$ cat config.mk
export PLATFORM = sky130hd
export DESIGN_NAME = motor_bridge_ctrl
export DESIGN_NICKNAME = d
export VERILOG_FILES = /design/src/rtl/motor_pkg.sv /design/src/rtl/deadtime_leg.sv /design/src/rtl/motor_bridge_ctrl.sv
export SDC_FILE = /design/constraint.sdc
export NUM_CORES = 1
export LEC_CHECK = 0
export ABC_AREA = 1
export CAP_MARGIN = 10
export CORE_ASPECT_RATIO = 0.7
export CORE_MARGIN = 10
export CORE_UTILIZATION = 37
export DETAILED_ROUTE_END_ITERATION = 6
export SLEW_MARGIN = 30
export SYNTH_ARGS = -nofsm -noshare
export SYNTH_HDL_FRONTEND = slang
export SYNTH_SLANG_ARGS = --single-unit
$ cat constraint.sdc
create_clock -name clk -period 2.6 [get_ports clk]
set_input_delay 0.65 -clock clk [delete_from_list [all_inputs] [get_ports clk]]
set_output_delay 0.65 -clock clk [all_outputs]
set_load 0.01 [all_outputs]
$ cat src/rtl/motor_pkg.sv
// Shared types and defaults for the H-bridge gate controller.
// States, default dead-time and reversal wait, and small helpers.
package motor_pkg;

  typedef enum logic [2:0] {
    ST_COAST,
    ST_FWD,
    ST_REV,
    ST_BRAKE,
    ST_DEAD,
    ST_SWITCH
  } state_t;

  localparam int DEAD_CYCLES_DEF  = 8;
  localparam int REVERSE_WAIT_DEF = 64;

  function automatic int max2(int a, int b);
    return (a > b) ? a : b;
  endfunction

  // A direct FWD<->REV swap needs the long wait so the motor can spin down.
  function automatic logic is_reversal(state_t from, state_t to);
    return ((from == ST_FWD) && (to == ST_REV)) ||
           ((from == ST_REV) && (to == ST_FWD));
  endfunction

endpackage

$ cat src/rtl/deadtime_leg.sv
// One half-bridge leg: complementary hi/lo drive with dead time inserted
// on every level change, so hi and lo are never on together.
module deadtime_leg import motor_pkg::*; #(
  parameter int DEAD_CYCLES = DEAD_CYCLES_DEF,
  parameter int CNT_W       = $clog2(DEAD_CYCLES + 1)
) (
  input  logic clk,
  input  logic reset,
  input  logic active,
  input  logic level,
  output logic hi,
  output logic lo
);

  if (DEAD_CYCLES < 1) begin : g_bad_dead
    $error("deadtime_leg: DEAD_CYCLES must be at least 1");
  end

  localparam logic [CNT_W-1:0] DEAD_C = CNT_W'(DEAD_CYCLES);

  logic             was_active;
  logic             last;
  logic [CNT_W-1:0] stable;
  logic [CNT_W-1:0] stable_nxt;

  // stable counts consecutive edges the requested level has held. Coming out
  // of an inactive period the leg has already been off long enough, so it is
  // treated as fully settled and may switch on at once.
  always_comb begin
    stable_nxt = DEAD_C;
    if (was_active) begin
      if (level != last)        stable_nxt = '0;
      else if (stable < DEAD_C) stable_nxt = stable + CNT_W'(1);
      else                      stable_nxt = stable;
    end
  end

  always_ff @(posedge clk) begin
    if (reset) begin
      hi         <= 1'b0;
      lo         <= 1'b0;
      was_active <= 1'b0;
      last       <= 1'b0;
      stable     <= '0;
    end else begin
      was_active <= active;
      last       <= level;
      stable     <= stable_nxt;
      hi         <= active &&  level && (stable_nxt >= DEAD_C);
      lo         <= active && !level && (stable_nxt >= DEAD_C);
    end
  end

endmodule

$ cat src/rtl/motor_bridge_ctrl.sv
// Full H-bridge controller: picks coast/forward/reverse/brake and sequences
// every change through an all-off dead or reversal window.
module motor_bridge_ctrl import motor_pkg::*; #(
  parameter int DEAD_CYCLES  = DEAD_CYCLES_DEF,
  parameter int REVERSE_WAIT = REVERSE_WAIT_DEF
) (
  input  logic clk,
  input  logic reset,
  input  logic en,
  input  logic run,
  input  logic dir,
  input  logic brake,
  output logic ah,
  output logic al,
  output logic bh,
  output logic bl,
  output logic busy
);

  if (DEAD_CYCLES < 1) begin : g_bad_dead
    $error("motor_bridge_ctrl: DEAD_CYCLES must be at least 1");
  end

  localparam int CNT_MAX = max2(DEAD_CYCLES, REVERSE_WAIT);
  localparam int CW      = $clog2(CNT_MAX + 1);

  localparam logic [CW-1:0] DEAD_C  = CW'(DEAD_CYCLES);
  localparam logic [CW-1:0] REV_C   = CW'(REVERSE_WAIT);
  localparam logic [CW-1:0] CNT_SAT = CW'(CNT_MAX);

  state_t        state, state_nxt;
  state_t        tgt, tgt_nxt;
  state_t        orig, orig_nxt;
  state_t        target;
  logic [CW-1:0] cnt, cnt_nxt;
  logic [CW-1:0] wait_len;
  logic          leg_on;
  logic          level_a;
  logic          level_b;

  always_comb begin
    target    = brake ? ST_BRAKE : (!run ? ST_COAST : (dir ? ST_REV : ST_FWD));
    state_nxt = state;
    tgt_nxt   = tgt;
    orig_nxt  = orig;
    cnt_nxt   = cnt;
    wait_len  = (state == ST_SWITCH) ? REV_C : DEAD_C;
    unique case (state)
      ST_DEAD, ST_SWITCH: begin
        // A new target restarts the window; its length depends on where we
        // came from, so returning to the origin only costs the dead time.
        if (target != tgt) begin
          tgt_nxt   = target;
          cnt_nxt   = CW'(1);
          state_nxt = is_reversal(orig, target) ? ST_SWITCH : ST_DEAD;
        end else if (cnt >= wait_len) begin
          state_nxt = tgt;
          cnt_nxt   = '0;
        end else if (cnt < CNT_SAT) begin
          cnt_nxt = cnt + CW'(1);
        end
      end
      default: begin
        if (target != state) begin
          tgt_nxt   = target;
          orig_nxt  = state;
          cnt_nxt   = CW'(1);
          state_nxt = is_reversal(state, target) ? ST_SWITCH : ST_DEAD;
        end
      end
    endcase
  end

  // Legs follow the state being entered this edge so gates switch with it.
  always_comb begin
    leg_on  = (state_nxt == ST_FWD) || (state_nxt == ST_REV) ||
              (state_nxt == ST_BRAKE);
    level_a = (state_nxt == ST_FWD) && en;
    level_b = (state_nxt == ST_REV) && en;
  end

  always_ff @(posedge clk) begin
    if (reset) begin
      state <= ST_COAST;
      tgt   <= ST_COAST;
      orig  <= ST_COAST;
      cnt   <= '0;
      busy  <= 1'b0;
    end else begin
      state <= state_nxt;
      tgt   <= tgt_nxt;
      orig  <= orig_nxt;
      cnt   <= cnt_nxt;
      busy  <= (state_nxt == ST_DEAD) || (state_nxt == ST_SWITCH);
    end
  end

  deadtime_leg #(
    .DEAD_CYCLES (DEAD_CYCLES),
    .CNT_W       (CW)
  ) u_leg_a (
    .clk    (clk),
    .reset  (reset),
    .active (leg_on),
    .level  (level_a),
    .hi     (ah),
    .lo     (al)
  );

  deadtime_leg #(
    .DEAD_CYCLES (DEAD_CYCLES),
    .CNT_W       (CW)
  ) u_leg_b (
    .clk    (clk),
    .reset  (reset),
    .active (leg_on),
    .level  (level_b),
    .hi     (bh),
    .lo     (bl)
  );

endmodule
==> flow_summary_export.csv <==
group,metric,value,unit
worst_setup_path,critPathArrivalTime,2.48,ns
routing,wl_per_cell,10.8,um
sta,setup_viol,0,
power_and_ir_drop,ir_drop,0.000235,V
worst_setup_path,cp-end-kind,"register",
floorplan,die_w,106,um
yosys,syn_inst,246,
cts,cts-buffers-inserted,5,
floorplan,start_util,39.2,%
power_and_ir_drop,p_leak,0.951,nW
cells_and_area,drive_above_1_share,21.8,%
sta,slew_headroom,75.3,%
routing,vias,1515,
cts,cts_tree,"yes",
cts,clk_pin_slew,0.07,ns
sta,fin_skew,0.00382,ns
routing,remaining_drc_errors,0,
yosys,syn-num-nets,258,
worst_setup_path,cp_max_fo,5,
floorplan,die-area,0.00851,mm2
placed_design,gp_congestion,0.796,
sta,rsz0062_at_grt,"no",
power_and_ir_drop,p_seq_share,53.4,%
cells_and_area,areaGrowthSynthToFinish,17.7,%
sta,slew_viol_final,0,
power_and_ir_drop,powerDensity,486,mW/mm2
yosys,synth_seq_cells,37,
worst_setup_path,cp.required,2.78,ns
cts,post_cts_buffers,0,
cts,postCtsHoldBufs,0,
placed_design,io_buffer_count,10,
cts,clkSinkCount,37,
cells_and_area,fin_nets,283,
sta,tightestPinTransition,0.370,ns
grt,globalRouteOverflowTotal,0,
outcome,status,"completed",
routing,drtIter0Drc,60,
cells_and_area,antenna_cells,0,
yosys,synth.yosys.seq_area_share,38.6,%
grt,antenna_found_initial,0,
grt,grt_pass1_wl,6410,um
placed_design,dpl.hpwl,2900,um
sta,fmax,435,MHz
power_and_ir_drop,p_switching,0.264,mW
routing,post_drt_via_cell_ratio,4.46,
routing,dr.pass1.iters,4,
sta,hold_viol_final,0,
power_and_ir_drop,power_frac_comb,10.7,%
sta,tns,0,ns
yosys,yosysUniqueCellTypes,34,
yosys,netlist_area,0.00192,mm2
grt,grt_pass1_vias,1381,
sta,layout_min_cycle_time,2.30,ns
worst_setup_path,path_class,"register to register",
worst_setup_path,startpoint_type,"register",
cts,cts-root-buf,"clkbuf_8",
power_and_ir_drop,p_sw_share,24.1,%
placed_design,dpl_cell_area,0.00217,mm2
cells_and_area,final_common_cell,"dfxtp_1",
routing,wirelength,3660,um
sta,timing.hold.ws,0.445,ns
cells_and_area,fill_cells,502,
power_and_ir_drop,internal_power,0.833,mW
cells_and_area,stdcell_area,0.00226,mm2
cts,htreeDepth,2,
job,cap_violations,0,
floorplan,coreArea,0.00489,mm2
routing,ant_nets,0,
grt,grtUsageTotal,9.14,%
power_and_ir_drop,clkPwrFrac,35.9,%
cts,clk_latency,0.28,ns
floorplan,rows,21,
floorplan,dieHeight,80.2,um
floorplan,ioPinCount,11,
sta,finalCritPeriodShare,88.4,%
worst_hold_path,worstHoldPathType,"register to register",
cells_and_area,final_util,46.2,%
yosys,syn_area_per_cell,7.79,um2
cells_and_area,final_cell_mix,"37 x dfxtp_1, 36 x nand2_1, 32 x inv_1",
grt,grt_max_degree,15,
cts,clockBufferDepth,2,
yosys,yosysWarnings,0,
cell families after synthesis:
group                      count (synthesis)  synth area share [%]
xor gates and xnor gates                   3                  1.37
buffers and inverters                     38                  7.44
AOI/OAI and AO/OA                         29                  8.68
and+or+nand+nor                          133                  39.9
adders and majority gates                  6                  3.92
DFF                                       37                  38.6
cell usage after synthesis, drive strengths merged:
cell     n  area (um2)
o21bai   2        15.0
xor2     2        17.5
a211oi   1        7.51
inv     37         139
nand2   52         250
nand4    5        52.6
nor3    11        80.1
xnor2    1        8.76
or2      1        6.26
nand3b   2        31.3
o21a     2        15.0
nor3b    1        7.51
a21oi   13        65.1
o21ai    9        45.0
nand3   23         160
clkbuf   1        3.75
nor4     1        6.26
a221oi   1        8.76
dfxtp   37         741
ha       6        75.1
a41o     1        10.0
nor2    37         171
sequential cells by signal (all words and copies together), names as in the netlist:
signal	flops
u_leg_a.last	1
tgt	2
busy	1
orig	3
u_leg_a.stable	7
u_leg_b.hi	1
u_leg_b.stable	7
u_leg_b.lo	1
u_leg_b.last	1
u_leg_a.lo	1
cnt	7
u_leg_a.hi	1
u_leg_a.was_active	1
state	3
path summary, 6_finish.rpt:
path / slack (ns) / from / endpoint / cells after the start
setup / recovery: 0.30 / state[1] / u_leg_a.lo / 16
hold / removal: 0.45 / u_leg_b.stable[4] / u_leg_b.stable[4] / 2
setup reg to reg: 0.30 / state[1] / u_leg_a.lo / 16
hold reg to reg: 0.45 / u_leg_b.stable[4] / u_leg_b.stable[4] / 2
final cells by class:
class / instances / area (um2) / area share [%]
inverters: 37 / 139 / 6.16
well taps: 69 / 86.3 / 3.83
flip-flops and latches: 37 / 741 / 32.8
clock buffers: 7 / 86.3 / 3.83
repair buffers: 19 / 168 / 7.43
multi-input cells: 171 / 1040 / 45.9
through the flow:
stage	power (mW)	cells	setup slack [ns]
after detailed placement	0.716	333	0.00555
after global routing	1.16	340	0.0230
after floorplan	0.676	246	0.325
after CTS	1.11	340	0.260
final	1.10	340	0.301
after global placement	0.716	333	0.000450
timing repair:
action                                  in CTS  in global routing
endpoints found under the setup margin       0                  2
gates resized for setup                      0                  1
hold endpoints to repair                     0                  0
power groups by stage:
stage	Combinational, mW	Sequential [mW]	Clock, mW
3_5_place_dp	0.117	0.598	0
2_1_floorplan	0.0785	0.597	0
4_1_cts	0.118	0.585	0.411
3_3_place_gp	0.117	0.598	0
5_1_grt	0.132	0.587	0.439
6_report	0.117	0.586	0.394
per-layer routing:
layer	share of wire (%)	global-route usage (%)
met4	0.41	2.02
met5	0	0
met1	57	13.2
met2	36	11.8
met3	6.1	3.99
critical path, cell delays in order (launching register included):
cell and delay, ns:
dfxtp_1 0.38, nor2_2 0.15, nand2_1 0.08, ha_1 0.28, or2_0 0.21, nand2_2 0.09, nand2_2 0.07, nand3_2 0.07
nor2_2 0.04, nor2_2 0.18, inv_2 0.09, nor2_4 0.13, nand3b_4 0.12, nand3_2 0.09, nand3_1 0.09, nand2_1 0.09
inv_1 0.03
(Power assumes the default switching activity.)
